==> src/rtl/rv_ctrl_pkg.sv <==
// Shared types and encodings for the RV32I bit-sliced control sequencer.
// Holds opcodes, FSM states, immediate formats and datapath mux encodings.
package rv_ctrl_pkg;

    typedef enum logic [6:0] {
        OPC_LOAD   = 7'b0000011,
        OPC_OP_IMM = 7'b0010011,
        OPC_AUIPC  = 7'b0010111,
        OPC_STORE  = 7'b0100011,
        OPC_OP     = 7'b0110011,
        OPC_LUI    = 7'b0110111,
        OPC_BRANCH = 7'b1100011,
        OPC_JALR   = 7'b1100111,
        OPC_JAL    = 7'b1101111
    } opcode_e;

    typedef enum logic [2:0] {
        ST_FETCH,
        ST_DECODE,
        ST_EXEC,
        ST_MEM,
        ST_TRAP
    } state_e;

    typedef enum logic [2:0] {
        FMT_R,
        FMT_I,
        FMT_S,
        FMT_B,
        FMT_U,
        FMT_J
    } imm_fmt_t;

    localparam logic [2:0] RD_MUX_ALU   = 3'b000;
    localparam logic [2:0] RD_MUX_SHIFT = 3'b001;
    localparam logic [2:0] RD_MUX_CMP   = 3'b010;
    localparam logic [2:0] RD_MUX_IMM   = 3'b011;
    localparam logic [2:0] RD_MUX_PCP4  = 3'b100;
    localparam logic [2:0] RD_MUX_MEM   = 3'b101;

    localparam logic [1:0] ALU_ADD = 2'b00;
    localparam logic [1:0] ALU_XOR = 2'b01;
    localparam logic [1:0] ALU_OR  = 2'b10;
    localparam logic [1:0] ALU_AND = 2'b11;

    // Halfword stores ignore addr_lo[0] so the mask always covers an aligned lane pair.
    function automatic logic [3:0] store_mask(input logic [2:0] funct3, input logic [1:0] addr_lo);
        case (funct3[1:0])
            2'b00:   store_mask = 4'b0001 << addr_lo;
            2'b01:   store_mask = 4'b0011 << {addr_lo[1], 1'b0};
            default: store_mask = 4'b1111;
        endcase
    endfunction

endpackage

==> src/rtl/rv_ctrl_fsm_imm_decode.sv <==
// Combinational immediate extraction and legality check for one RV32I word.
// The format is chosen from the opcode; every immediate sign-extends from ir[31].
module rv_imm_decode
    import rv_ctrl_pkg::*;
(
    input  logic [31:0] ir,
    output logic [31:0] imm,
    output logic        legal
);

    imm_fmt_t   fmt;
    logic [2:0] funct3;
    logic [6:0] funct7;

    assign funct3 = ir[14:12];
    assign funct7 = ir[31:25];

    always_comb begin
        fmt   = FMT_R;
        legal = 1'b0;
        case (ir[6:0])
            OPC_LOAD: begin
                fmt   = FMT_I;
                legal = (funct3 != 3'b011) && (funct3 != 3'b110) && (funct3 != 3'b111);
            end
            OPC_STORE: begin
                fmt   = FMT_S;
                legal = (funct3 <= 3'b010);
            end
            OPC_OP_IMM: begin
                fmt = FMT_I;
                case (funct3)
                    3'b001:  legal = (funct7 == 7'b0000000);
                    3'b101:  legal = (funct7 == 7'b0000000) || (funct7 == 7'b0100000);
                    default: legal = 1'b1;
                endcase
            end
            OPC_OP: begin
                fmt   = FMT_R;
                legal = (funct7 == 7'b0000000) ||
                        ((funct7 == 7'b0100000) && ((funct3 == 3'b000) || (funct3 == 3'b101)));
            end
            OPC_BRANCH: begin
                fmt   = FMT_B;
                legal = (funct3 != 3'b010) && (funct3 != 3'b011);
            end
            OPC_JALR: begin
                fmt   = FMT_I;
                legal = (funct3 == 3'b000);
            end
            OPC_JAL: begin
                fmt   = FMT_J;
                legal = 1'b1;
            end
            OPC_LUI, OPC_AUIPC: begin
                fmt   = FMT_U;
                legal = 1'b1;
            end
            default: ;
        endcase
    end

    always_comb begin
        case (fmt)
            FMT_I:   imm = {{20{ir[31]}}, ir[31:20]};
            FMT_S:   imm = {{20{ir[31]}}, ir[31:25], ir[11:7]};
            FMT_B:   imm = {{19{ir[31]}}, ir[31], ir[7], ir[30:25], ir[11:8], 1'b0};
            FMT_U:   imm = {ir[31:12], 12'b0};
            FMT_J:   imm = {{11{ir[31]}}, ir[31], ir[19:12], ir[20], ir[30:21], 1'b0};
            default: imm = 32'b0;
        endcase
    end

endmodule

==> src/rtl/rv_ctrl_fsm.sv <==
// Multi-cycle FETCH/DECODE/EXEC/MEM sequencer driving the 32-slice RV32I datapath.
// Register selects and immediate are registered in DECODE; EXEC/MEM controls are decoded from ir.
module rv_ctrl_fsm
    import rv_ctrl_pkg::*;
#(
    parameter int NUM_REGS        = 32,
    parameter bit HALT_ON_ILLEGAL = 1'b1
) (
    input  logic                clk,
    input  logic                rst,
    output logic                imem_req,
    input  logic                imem_resp,
    input  logic [31:0]         imem_rdata,
    output logic                dmem_req,
    output logic                dmem_we,
    output logic [3:0]          dmem_wmask,
    input  logic                dmem_resp,
    input  logic [1:0]          dmem_addr_lo,
    input  logic                cmp_eq,
    input  logic                cmp_lt,
    output logic [NUM_REGS-1:0] rs1_sel,
    output logic [NUM_REGS-1:0] rs2_sel,
    output logic [NUM_REGS-1:0] rd_sel,
    output logic [31:0]         imm,
    output logic [2:0]          rd_mux_sel,
    output logic [2:0]          mem_mux_sel,
    output logic [1:0]          alu_op,
    output logic                alu_inv_rs2,
    output logic                alu_cin,
    output logic                alu_mux_1_sel,
    output logic                alu_mux_2_sel,
    output logic                cmp_mux_sel,
    output logic                cmp_signed,
    output logic                shift_dir,
    output logic                shift_arith,
    output logic                shamt_imm_sel,
    output logic                pc_mux_sel,
    output logic                pc_we,
    output logic                trap
);

    state_e              state_q, state_d;
    logic [31:0]         ir_q, ir_d;
    logic [31:0]         imm_q, imm_d;
    logic [NUM_REGS-1:0] rs1_sel_q, rs1_sel_d;
    logic [NUM_REGS-1:0] rs2_sel_q, rs2_sel_d;
    logic [31:0]         dec_imm;
    logic                dec_legal;
    logic [6:0]          opcode;
    logic [2:0]          funct3;
    logic [NUM_REGS-1:0] rd_onehot;
    logic                is_load, is_store, is_imm_op, br_taken;

    rv_imm_decode u_imm_decode (
        .ir    (ir_q),
        .imm   (dec_imm),
        .legal (dec_legal)
    );

    assign opcode    = ir_q[6:0];
    assign funct3    = ir_q[14:12];
    assign is_load   = (opcode == OPC_LOAD);
    assign is_store  = (opcode == OPC_STORE);
    assign is_imm_op = (opcode == OPC_OP_IMM);
    // x0 is hardwired: never enable its write, the PC update still happens.
    assign rd_onehot = (ir_q[11:7] == 5'd0) ? '0 : (NUM_REGS'(1) << ir_q[11:7]);
    // funct3[2] picks lt over eq, funct3[0] inverts for BNE/BGE/BGEU.
    assign br_taken  = (funct3[2] ? cmp_lt : cmp_eq) ^ funct3[0];

    assign rs1_sel = rs1_sel_q;
    assign rs2_sel = rs2_sel_q;
    assign imm     = imm_q;

    always_ff @(posedge clk) begin
        if (rst) begin
            state_q   <= ST_FETCH;
            ir_q      <= '0;
            imm_q     <= '0;
            rs1_sel_q <= '0;
            rs2_sel_q <= '0;
        end else begin
            state_q   <= state_d;
            ir_q      <= ir_d;
            imm_q     <= imm_d;
            rs1_sel_q <= rs1_sel_d;
            rs2_sel_q <= rs2_sel_d;
        end
    end

    always_comb begin
        state_d   = state_q;
        ir_d      = ir_q;
        imm_d     = imm_q;
        rs1_sel_d = rs1_sel_q;
        rs2_sel_d = rs2_sel_q;
        case (state_q)
            ST_FETCH: begin
                if (imem_resp) begin
                    ir_d    = imem_rdata;
                    state_d = ST_DECODE;
                end
            end
            ST_DECODE: begin
                rs1_sel_d = NUM_REGS'(1) << ir_q[19:15];
                rs2_sel_d = NUM_REGS'(1) << ir_q[24:20];
                imm_d     = dec_imm;
                state_d   = (!dec_legal && HALT_ON_ILLEGAL) ? ST_TRAP : ST_EXEC;
            end
            ST_EXEC:  state_d = (dec_legal && (is_load || is_store)) ? ST_MEM : ST_FETCH;
            ST_MEM:   if (dmem_resp) state_d = ST_FETCH;
            ST_TRAP:  state_d = ST_TRAP;
            default:  state_d = ST_FETCH;
        endcase
    end

    always_comb begin
        imem_req      = (state_q == ST_FETCH);
        trap          = (state_q == ST_TRAP);
        dmem_req      = 1'b0;
        dmem_we       = 1'b0;
        dmem_wmask    = 4'b0;
        rd_sel        = '0;
        rd_mux_sel    = RD_MUX_ALU;
        mem_mux_sel   = 3'b0;
        alu_op        = ALU_ADD;
        alu_inv_rs2   = 1'b0;
        alu_cin       = 1'b0;
        alu_mux_1_sel = 1'b0;
        alu_mux_2_sel = 1'b0;
        cmp_mux_sel   = 1'b0;
        cmp_signed    = 1'b0;
        shift_dir     = 1'b0;
        shift_arith   = 1'b0;
        shamt_imm_sel = 1'b0;
        pc_mux_sel    = 1'b0;
        pc_we         = 1'b0;

        if (state_q == ST_EXEC && dec_legal) begin
            case (opcode)
                OPC_OP, OPC_OP_IMM: begin
                    rd_sel        = rd_onehot;
                    pc_we         = 1'b1;
                    alu_mux_2_sel = is_imm_op;
                    cmp_mux_sel   = is_imm_op;
                    shamt_imm_sel = is_imm_op;
                    case (funct3)
                        3'b000: begin
                            alu_inv_rs2 = !is_imm_op && ir_q[30];
                            alu_cin     = !is_imm_op && ir_q[30];
                        end
                        3'b001: rd_mux_sel = RD_MUX_SHIFT;
                        3'b010: begin
                            rd_mux_sel = RD_MUX_CMP;
                            cmp_signed = 1'b1;
                        end
                        3'b011: rd_mux_sel = RD_MUX_CMP;
                        3'b100: alu_op = ALU_XOR;
                        3'b101: begin
                            rd_mux_sel  = RD_MUX_SHIFT;
                            shift_dir   = 1'b1;
                            shift_arith = ir_q[30];
                        end
                        3'b110: alu_op = ALU_OR;
                        default: alu_op = ALU_AND;
                    endcase
                end
                OPC_LUI: begin
                    rd_sel     = rd_onehot;
                    pc_we      = 1'b1;
                    rd_mux_sel = RD_MUX_IMM;
                end
                OPC_AUIPC: begin
                    rd_sel        = rd_onehot;
                    pc_we         = 1'b1;
                    alu_mux_1_sel = 1'b1;
                    alu_mux_2_sel = 1'b1;
                end
                OPC_JAL, OPC_JALR: begin
                    rd_sel        = rd_onehot;
                    pc_we         = 1'b1;
                    rd_mux_sel    = RD_MUX_PCP4;
                    pc_mux_sel    = 1'b1;
                    alu_mux_1_sel = (opcode == OPC_JAL);
                    alu_mux_2_sel = 1'b1;
                end
                OPC_BRANCH: begin
                    alu_mux_1_sel = 1'b1;
                    alu_mux_2_sel = 1'b1;
                    cmp_signed    = (funct3[2:1] == 2'b10);
                    pc_mux_sel    = br_taken;
                    pc_we         = 1'b1;
                end
                OPC_LOAD, OPC_STORE: alu_mux_2_sel = 1'b1;
                default: ;
            endcase
        end else if (state_q == ST_EXEC) begin
            pc_we = 1'b1;
        end

        // Address operands stay selected for the whole access so alu_out is stable.
        if (state_q == ST_MEM) begin
            dmem_req      = 1'b1;
            alu_mux_2_sel = 1'b1;
            dmem_we       = is_store;
            dmem_wmask    = is_store ? store_mask(funct3, dmem_addr_lo) : 4'b0;
            if (dmem_resp) begin
                pc_we = 1'b1;
                if (is_load) begin
                    rd_sel      = rd_onehot;
                    rd_mux_sel  = RD_MUX_MEM;
                    mem_mux_sel = funct3;
                end
            end
        end
    end

endmodule

==> config.mk <==
export PLATFORM = sky130hd
export DESIGN_NAME = rv_ctrl_fsm
export DESIGN_NICKNAME = d
export VERILOG_FILES = /design/src/rtl/rv_ctrl_pkg.sv /design/src/rtl/rv_ctrl_fsm_imm_decode.sv /design/src/rtl/rv_ctrl_fsm.sv
export SDC_FILE = /design/constraint.sdc
export NUM_CORES = 1
export LEC_CHECK = 0
export BUFFER_PORTS_ARGS = -buffer_cell sky130_fd_sc_hd__buf_2
export CAP_MARGIN = 40
export CORE_MARGIN = 4
export CORE_UTILIZATION = 52
export CTS_CLUSTER_DIAMETER = 50
export DETAILED_ROUTE_END_ITERATION = 8
export GPL_TIMING_DRIVEN = 0
export PLACE_DENSITY = 0.82
export REMOVE_ABC_BUFFERS = 1
export SYNTH_ARGS = -nofsm -noshare
export SYNTH_HDL_FRONTEND = slang
export SYNTH_SLANG_ARGS = --single-unit
==> constraint.sdc <==
create_clock -name clk -period 3.3 [get_ports clk]
set_input_delay 0.33 -clock clk [delete_from_list [all_inputs] [get_ports clk]]
set_output_delay 0.33 -clock clk [all_outputs]
set_load 0.02 [all_outputs]
==> qor.csv <==
metric,value,unit
first-pass GRT wire length,28100,um
share of cells above drive strength 1,0.2960,
Clock transition at path regs,0.06,ns
Critical Path Fanout Max,17,
synth unique cells,65,
main combinational cell family by area after synthesis,compound AO/OA/AOI/OAI gates,
dpl hpwl,12130,um
Layout Nets,930,
Max VDD drop,0.3620,mV
Post-Synthesis Cells,736,
Post-Route M1 WL,7607,um
Crit. Startpoint,ir_q[3],
critical path cell sequence,or2_1 > nor4_1 > nand4b_1 > buf_4 > buf_8 > a2111oi_1 > buf_2,
vias in the first global route,5537,
min-delay src,imem_rdata[14],
Die Span X,114.1,um
Mapped Area,0.005858,mm2
pwr/cell area,537.8,mW/mm2
Synth Area in XOR/XNOR,0.002990,
Worst slew margin,0.4025,
status,completed,
Initial Utilization,0.5357,
post-synthesis adder-cell area fraction,0,
"Avg Cell Area, Syn",7.959,um2
number of fill cells,916,
prevailing post-synth register cell,dfxtp_1,
CP max stage delay,0.55,ns
CTS tree,yes,
final setup margin,0.1388,ns
HP Class,in -> reg,
fmax,316.3,MHz
maximum root-to-sink buffer count,2,
#FFs+latches synth,131,
"worst slack, placed",0.07369,ns
Overflow after GRT,0,
Max Slew Vio Count,0,
Area Growth Syn to Fin,29.41,%
Compound-Gate Fraction of Synth Area,0.2578,
Vias per Instance,5.834,
Residual DRC,0,
Routed WL,17650,um
die height,114.1,um
Final Hold Fails,0,
Final setup viols,0,
Max Cap Violations,0,
Leakage,0.003184,uW
largest net degree at the start of global routing,81,
Post-synth EDFFs,0,
WP data required,2.97,ns
Num CTS Buffers,17,
CP max-delay cell,nor4_1,
Routed Antenna Nets,0,
Cell Rows,38,
Top-Level Pins,195,
mux contribution to synthesized area,0.001709,
clk sinks,131,
CP Launch Type,flip-flop,
Setup CP Type,reg -> out,
post-synthesis sequential area ratio,0.4477,
measured slew at the worst slew-check pin,0.8962,ns
RR Startpoint,ir_q[5],
minimum clock period,3.161,ns
Root Buffer,clkbuf_16,
violation count after the first detailed-route iteration,434,
drt wl/cell,16.94,um
DR vias,6079,
n_diodes,0,
Port Buf Inserts,193,
# hold bufs at CTS,0,
core area,0.01094,mm2
Met2 Wirelength,8320,um
overall power,4077,uW
initial antenna violation count,0,
routability cong.,0.8617,
Worst Path Arrival,2.83,ns
htree depth,4,
simple-gate share of the synthesized area,0.2264,
Yosys warning count,0,
length of the first detailed-routing pass in iterations,5,
Post-synth ARST share,0,
clock latency on the worst-skew pair,0.40,ns
Routed met3 length,1439,um
All-Layer GR Usage,0.2647,
final worst path period share,0.9579,
die area,0.01303,mm2
crit end category,output port,
top sig layer,met4,
worst clock skew,0.01140,ns
-- placed cells by master (no fill, tap or decap), types with 4 or more instances in the layout --
| cell | Yosys | routed |
|---|---|---|
| nor4_1 | 8 | 8 |
| nand2_1 | 111 | 110 |
| buf_2 | 8 | 192 |
| and3b_1 | 4 | 4 |
| dfxtp_2 | 0 | 4 |
| nand3_1 | 8 | 8 |
| nor2_1 | 88 | 86 |
| a2111oi_2 | 4 | 4 |
| a21oi_1 | 73 | 73 |
| dfxtp_1 | 131 | 126 |
| nor3b_1 | 9 | 8 |
| a22oi_1 | 68 | 68 |
| o21ai_0 | 30 | 29 |
| a211oi_1 | 25 | 24 |
| nor3_1 | 10 | 10 |
| inv_1 | 16 | 16 |
| clkbuf_16 | 0 | 17 |
| nand3b_1 | 4 | 4 |
| nor2b_1 | 11 | 11 |
| buf_8 | 0 | 4 |
| buf_4 | 3 | 6 |
-- logic make-up after synthesis --
family	after synthesis
AOI/OAI and AO/OA	229
xor gates and xnor gates	2
buffers and inverters	88
DFF	131
muxes	1
other	1
and+or+nand+nor	284
-- path summary, 6_finish.rpt --
path	slack, ns	cells after the start	end
setup reg to reg	0.73	6	imm[12]
hold / removal	0.15	3	ir_q[14]
hold reg to reg	0.44	2	imm[31]
setup / recovery	0.14	7	rd_sel[6]
-- layout make-up --
class                   instances  area, um2  share of cell area
inverters                      16      60.06            0.007922
flip-flops and latches        131       2631              0.3471
well taps                     140      175.2             0.02311
repair buffers                206       1160              0.1530
clock inverters                13      173.9             0.02294
clock buffers                  18      439.2             0.05793
multi-input cells             518       2942              0.3880
-- metal layers --
layer,global-route usage,vias up
met5,0,-
met2,0.4321,261
met1,0.3446,2874
met4,0.08155,0
met3,0.06818,24
li1,-,2920
-- report_power, final --
group / switching, uW / internal (uW)
Combinational: 285 / 140
Sequential: 86.8 / 1630
Clock: 717 / 1220
-- worst max-delay path: cells and delay by family (launching register included) --
family / cells / cell delay (ns)
and+or+nand+nor: 3 / 1.04
DFF: 1 / 0.40
buffers and inverters: 3 / 0.58
AOI/OAI and AO/OA: 1 / 0.40
-- synthesized netlist by cell type (2+ instances only) --
| master | count | area [um2] |
|---|---|---|
| a2111oi_2 | 4 | 60.06 |
| a211oi_1 | 25 | 187.7 |
| a21oi_1 | 73 | 365.4 |
| a22oi_1 | 68 | 510.5 |
| a31oi_1 | 3 | 18.77 |
| a32oi_1 | 3 | 26.28 |
| and2_1 | 2 | 12.51 |
| and3_1 | 2 | 12.51 |
| and3b_1 | 4 | 35.03 |
| buf_1 | 9 | 33.78 |
| buf_2 | 8 | 40.04 |
| buf_4 | 3 | 22.52 |
| buf_6 | 2 | 22.52 |
| clkbuf_1 | 49 | 183.9 |
| dfxtp_1 | 131 | 2623 |
| inv_1 | 16 | 60.06 |
| nand2_1 | 111 | 416.7 |
| nand2b_1 | 4 | 25.02 |
| nand3_1 | 8 | 40.04 |
| nand3b_1 | 4 | 30.03 |
| nand4_1 | 3 | 18.77 |
| nand4b_1 | 2 | 17.52 |
| nor2_1 | 88 | 330.3 |
| nor2b_1 | 11 | 68.82 |
| nor3_1 | 10 | 50.05 |
| nor3b_1 | 9 | 67.56 |
| nor4_1 | 8 | 50.05 |
| o211ai_1 | 2 | 15.01 |
| o21a_1 | 3 | 22.52 |
| o21ai_0 | 30 | 150.1 |
| o31ai_1 | 3 | 22.52 |
| or2_2 | 2 | 12.51 |
| or3_1 | 3 | 18.77 |
| or4_1 | 2 | 15.01 |
-- stage by stage --
| step | cell area (um2) | hold WS, ns | TNS [ns] | std cells | utilization |
|---|---|---|---|---|---|
| floorplan | 5550 | 0.3991 | -0.08159 | 664 | - |
| global placement | 6691 | 0.4287 | -55.13 | 997 | 0.6119 |
| detailed placement | 6893 | 0.4399 | 0 | 1006 | 0.6303 |
| CTS | 7537 | 0.1489 | 0 | 1040 | 0.6892 |
| global route | 7581 | 0.1547 | -0.01489 | 1042 | 0.6932 |
| finish | 7581 | 0.1525 | 0 | 1042 | 0.6932 |
-- registers in the layout, indices dropped and copies added (netlist names) --
name / count
imm: 32
ir_q: 32
rs1_sel: 32
rs2_sel: 32
state_q: 3
-- what timing repair did --
| item | CTS | global route |
|---|---|---|
| pin swaps | 2 | 1 |
| gates resized for setup | 5 | 9 |
| setup buffers | 2 | 2 |
| cloned | 1 | 0 |
| setup endpoints to repair | 46 | 29 |
(Power assumes the default switching activity.)
